--- src/rtl/divider_pkg.sv ---
// Shared definitions for the multi-cycle divider: bus widths, FSM state encoding
// and the iteration count.
package divider_pkg;

    localparam int DataBus        = 32;
    localparam int DoubleDataBus  = 64;
    localparam int DIV_ITERATIONS = 32;

    typedef enum logic [1:0] {
        DIV_IDLE = 2'd0,
        DIV_ZERO = 2'd1,
        DIV_ON   = 2'd2,
        DIV_END  = 2'd3
    } div_state_t;

    // Magnitude of an operand; only signed operations take the absolute value.
    function automatic logic [DataBus-1:0] div_mag(input logic [DataBus-1:0] v, input logic en);
        return (en && v[DataBus-1]) ? (32'd0 - v) : v;
    endfunction

endpackage

--- src/rtl/div_step.sv ---
// One combinational radix-2 restoring division iteration on the 65-bit
// {rem[32:0], quo[31:0]} working register.
module div_step
    import divider_pkg::*;
(
    input  logic [64:0]        i_work,
    input  logic [DataBus-1:0] i_divisor,
    output logic [64:0]        o_work
);

    logic [64:0] w_shift;
    logic [32:0] w_diff;

    // Shift, trial-subtract, and keep the difference only when it stays non-negative.
    always_comb begin
        w_shift = i_work << 7'd1;
        w_diff  = w_shift[64:32] - {1'b0, i_divisor};
        if (!w_diff[32]) begin
            o_work = {w_diff, w_shift[31:1], 1'b1};
        end else begin
            o_work = w_shift;
        end
    end

endmodule

--- src/rtl/divider.sv ---
// Multi-cycle 32-bit DIV/DIVU unit. Build macro DIV_EARLY_OUT_EN finishes in
// one cycle when |dividend| < |divisor|.
module divider
    import divider_pkg::*;
(
    input  logic                     clk,
    input  logic                     rst,
    input  logic                     start,
    input  logic                     cancel,
    input  logic                     is_signed,
    input  logic [DataBus-1:0]       operand_1,
    input  logic [DataBus-1:0]       operand_2,
    output logic                     ready,
    output logic [DoubleDataBus-1:0] div_res
);

    div_state_t               r_state;
    logic [5:0]               r_cnt;
    logic [64:0]              r_work;
    logic [DataBus-1:0]       r_divisor;
    logic                     r_neg_q;
    logic                     r_neg_r;
    logic                     r_ready;
    logic [DoubleDataBus-1:0] r_div_res;

    logic [64:0]              w_next_work;
    logic [DataBus-1:0]       w_mag_1;
    logic [DataBus-1:0]       w_mag_2;
    logic [DataBus-1:0]       w_quo_fix;
    logic [DataBus-1:0]       w_rem_fix;
    logic                     w_early;

    assign w_mag_1 = div_mag(operand_1, is_signed);
    assign w_mag_2 = div_mag(operand_2, is_signed);

`ifdef DIV_EARLY_OUT_EN
    assign w_early = (operand_2 != 32'd0) && (w_mag_1 < w_mag_2);
`else
    assign w_early = 1'b0;
`endif

    div_step u_step (
        .i_work    (r_work),
        .i_divisor (r_divisor),
        .o_work    (w_next_work)
    );

    // Sign correction of the final iteration: quotient by sign mismatch, remainder follows dividend.
    always_comb begin
        if (r_neg_q) begin
            w_quo_fix = 32'd0 - w_next_work[31:0];
        end else begin
            w_quo_fix = w_next_work[31:0];
        end
        if (r_neg_r) begin
            w_rem_fix = 32'd0 - w_next_work[63:32];
        end else begin
            w_rem_fix = w_next_work[63:32];
        end
    end

    // Control FSM, iteration counter, operand capture and registered result.
    always_ff @(posedge clk or posedge rst) begin
        if (rst) begin
            r_state   <= DIV_IDLE;
            r_cnt     <= 6'd0;
            r_work    <= 65'd0;
            r_divisor <= 32'd0;
            r_neg_q   <= 1'b0;
            r_neg_r   <= 1'b0;
            r_ready   <= 1'b0;
            r_div_res <= 64'd0;
        end else begin
            case (r_state)
                DIV_IDLE: begin
                    r_ready <= 1'b0;
                    if (start && !cancel) begin
                        r_neg_q <= is_signed & (operand_1[31] ^ operand_2[31]);
                        r_neg_r <= is_signed & operand_1[31];
                        r_cnt   <= 6'd0;
                        if (operand_2 == 32'd0) begin
                            r_state <= DIV_ZERO;
                        end else if (w_early) begin
                            // Quotient is zero and the remainder is the untouched dividend.
                            r_state   <= DIV_END;
                            r_ready   <= 1'b1;
                            r_div_res <= {operand_1, 32'd0};
                        end else begin
                            r_state   <= DIV_ON;
                            r_work    <= {33'd0, w_mag_1};
                            r_divisor <= w_mag_2;
                        end
                    end
                end
                DIV_ZERO: begin
                    if (cancel) begin
                        r_state <= DIV_IDLE;
                        r_ready <= 1'b0;
                    end else begin
                        r_state   <= DIV_END;
                        r_ready   <= 1'b1;
                        r_div_res <= 64'd0;
                    end
                end
                DIV_ON: begin
                    if (cancel) begin
                        r_state <= DIV_IDLE;
                        r_cnt   <= 6'd0;
                        r_ready <= 1'b0;
                    end else begin
                        r_work <= w_next_work;
                        if (r_cnt == 6'(DIV_ITERATIONS - 1)) begin
                            r_state   <= DIV_END;
                            r_cnt     <= 6'd0;
                            r_ready   <= 1'b1;
                            r_div_res <= {w_rem_fix, w_quo_fix};
                        end else begin
                            r_cnt <= r_cnt + 6'd1;
                        end
                    end
                end
                DIV_END: begin
                    r_state <= DIV_IDLE;
                    r_ready <= 1'b0;
                end
                default: begin
                    r_state <= DIV_IDLE;
                    r_ready <= 1'b0;
                end
            endcase
        end
    end

    assign ready   = r_ready;
    assign div_res = r_div_res;

endmodule

--- config.mk ---
export PLATFORM = sky130hd
export DESIGN_NAME = divider
export DESIGN_NICKNAME = d
export VERILOG_FILES = /design/src/rtl/divider_pkg.sv /design/src/rtl/div_step.sv /design/src/rtl/divider.sv
export SDC_FILE = /design/constraint.sdc
export NUM_CORES = 1
export LEC_CHECK = 0
export ABC_AREA = 1
export CORE_UTILIZATION = 30
export CTS_BUF_LIST = sky130_fd_sc_hd__clkbuf_4 sky130_fd_sc_hd__clkbuf_8 sky130_fd_sc_hd__clkbuf_16
export DETAILED_ROUTE_END_ITERATION = 8
export GPL_TIMING_DRIVEN = 0
export PLACE_DENSITY = 0.51
export SLEW_MARGIN = 5
export SYNTH_ARGS = -nofsm -noshare
export SYNTH_HDL_FRONTEND = slang
export SYNTH_SLANG_ARGS = --single-unit
--- constraint.sdc ---
create_clock -name clk -period 8.2 [get_ports clk]
set_input_delay 1.64 -clock clk [delete_from_list [all_inputs] [get_ports clk]]
set_output_delay 1.64 -clock clk [all_outputs]
set_load 0.1 [all_outputs]
==> metrics.md <==
| Metric | Value |
|---|---|
| MaxCap Viol Count | 0 |
| Detailed-route DRC error count | 0 |
| Peak Freq | 214 MHz |
| Antenna violations before repair | 0 |
| Post-cts hold buffer count | 0 |
| Post-layout min period | 4680 ps |
| CP max stage delay | 440 ps |
| Fin crit share | 57.1% |
| Most common cell in the netlist | nand2_1 |
| CP dominant cell by count | nand2_1 |
| Ys async rst share | 100% |
| Post-Layout Cell Count | 2889 |
| Wirelength, routed | 48400 um |
| Overall Global Routing Usage | 20.9% |
| CP Capture Type | register |
| EDFF count, synth | 0 |
| Run status | finished, final reports clean |
| CP required | 8590 ps |
| Synth Register Bits | 171 |
| Ant diodes | 0 |
| Clock Sink Count | 171 |
| Synth area leaders | dfrtp_1 (32%), nand2_1 (20%), inv_1 (8.5%) |
| Final worst clock skew | 18.5 ps |
| Die Area | 45900 um2 |
| Startpoint class of the critical path | register |
| Maximum clock path buffer count | 2 |
| Critical path endpoint | div_res[30] |
| Initial Util | 30.5% |
| CP max FO | 10 |
| Reg2Reg Depth | 28 |
| Core area | 44300 um2 |
| Htree depth | 4 |
| Syn_nets | 2241 |
| Antenna viol nets, final | 0 |
| Synth top area share | 31.7% |
| CTS resizes | 0 |
| Worst r2r src | r_work[31] |
| I/O pin count | 134 |
| Least-Margin Pin Slew | 1010 ps |
| CP Launch Point | r_work[31] |
| Hpwl dp | 39200 um |
| Avg WL per Cell | 16.7 um |
| Synthesized area | 13500 um2 |
| Gr ovfl total | 0 |
| HP Class | register to register |
| Post-synth cell types | 52 |
| Die W | 214 um |
| Post-Layout Inst Area | 16200 um2 |
| Post-synth top area cell | dfrtp_1 |
| Worst slack, placed | 3220 ps |
| Placed Instances | 2857 |
| RSZ-0062 raised after global routing | no |
| Clk root buf | clkbuf_16 |
| Die Y | 214 um |
| Synth Flop Type | dfrtp_1 |
| Arr. time, crit path | 5070 ps |
| DR top layer | met4 |
| Slowest cell on crit path | fa_1 |
| CTS tree | yes |
| Synth warn | 0 |
| FF-to-FF End | div_res[30] |
| Routability cong. | 0.918 |
| Post-CTS setup buffer count | 0 |
| Cts bufs inserted | 17 |
| Vias in the first global route | 13100 |
| Mean Syn Cell Area | 6.34 um2 |
| Max-slew violations | 0 |
| Area after DPL | 15600 um2 |
| WS Path Type | register to register |
| Via density | 4.89 |
| DRT iter0 DRCs | 1028 |
| Setup Viol. Count Final | 0 |
| Number of port buffers | 133 |
| Hold Path Stages | 2 |
| Clock transition at path regs | 80 ps |
| Largest net degree at the start of global routing | 115 |
| Worst setup margin | 3520 ps |
| First-pass GRT wire length | 74900 um |
| Site Rows | 77 |
| DR WL met2 | 20400 um |
| Sequential fraction of the synthesis area | 31.7% |
| Worst rel slew slack | 32.4% |
| Share of layout cells above drive strength 1 | 4.75% |
| Nets | 2394 |
| Most instantiated cells after synthesis | nand2_1 (715), inv_1 (305), nor2_1 (183) |
| Synth Instances | 2131 |
| Met3 wire len | 2860 um |
| Flop-to-flop setup slack | 3520 ps |
| Worst-skew pair later-pin latency | 470 ps |
| TritonRoute pass-1 iters | 5 |
| Post-Route M1 WL | 24100 um |
| Vias | 14100 |
| Hold Fails Final Rpt | 0 |
| Syn-to-layout area delta | 20.2% |
[area by class of cell]
type / instances / area [um2]
Clock inverter: 14 / 186
Multi-Input combinational cell: 1584 / 7760
Fill cell: 4846 / 28100
Timing Repair Buffer: 134 / 1360
Buffer: 66 / 305
Tap cell: 592 / 741
Sequential cell: 171 / 4280
Clock buffer: 18 / 439
Inverter: 310 / 1170
[state kept, by name, indices dropped and copies added (netlist names)]
name and flops:
r_neg_q 1, r_work 64, ready 1, r_divisor 32, r_cnt 6, div_res 64, r_state 2, r_neg_r 1
[cells by family after synthesis]
logic type	count (synthesis)	synth area share [%]
multiplexers	1	0.0741
adder cells (fa/ha/maj)	41	3.85
buffers and inverters	376	10.9
flip-flops	171	31.7
AND/OR/NAND/NOR	1159	36.3
AO/OA/AOI/OAI	325	13.5
XOR/XNOR	58	3.76
[per-stage QoR]
stage | TNS, ps | hold slack [ps] | utilization, %
floorplan | 0 | 453 | -
global placement | -147350 | 470 | 35.2
detailed placement | 0 | 472 | 35.2
CTS | 0 | 490 | 36.7
global route | 0 | 513 | 36.7
finish | 0 | 485 | 36.7
[cells in the final DEF, fill, tap and decap left out, types with 3 or more instances in the layout]
master           synthesis  final
a21boi_0                 3      3
a21oi_1                 59     59
a22oi_1                  3      3
a31oi_1                  9      9
a32o_1                   3      3
and2_1                   4      4
buf_1                   11     11
buf_2                    7      7
buf_4                    4      4
buf_6                    3      3
bufinv_16                0      3
clkbuf_1                40     40
clkbuf_16                0     17
clkdlybuf4s50_1          0    133
clkinv_1                 3      3
dfrtp_1                171    171
ha_1                    40     40
inv_1                  305    304
inv_6                    0      3
nand2_1                715    715
nand2_2                 21     21
nand2_4                  7      7
nand3_1                123    123
nand3b_1                12     12
nand4_1                 26     26
nor2_1                 183    183
nor2_2                  15     15
nor3_1                  29     29
nor4_1                   9      9
o211ai_1                17     17
o21ai_0                159    159
o21ai_1                 16     16
o22ai_1                 35     35
o31ai_1                 10     10
or2_2                    6      6
xnor2_1                 14     14
xor2_1                  44     44
[worst min-delay path by stage]
stage | startpoint | slack (ps) | end
2_1_floorplan | r_divisor[10] | 450 | r_divisor[10]
3_3_place_gp | r_divisor[21] | 470 | r_divisor[21]
3_5_place_dp | div_res[51] | 470 | div_res[51]
4_1_cts | div_res[51] | 490 | div_res[51]
5_1_grt | div_res[51] | 510 | div_res[51]
6_report | div_res[51] | 490 | div_res[51]
[critical path: cells and delay by family (launching register included)]
kind	cells	cell delay (ps)
flops	1	360
buf+inv	3	410
simple gates	20	2770
compound gates	2	250
fa+ha+maj	3	810
[per-layer routing]
layer  GRT usage (%)  up-vias
met1            31.3     6562
met4            6.10        0
met5               0        -
li1                -     7112
met3            3.09       45
met2            30.7      412
Power is left out: the tool's default activity adds up to more than one toggle a clock period on the data nets, which glitch-free logic cannot reach.
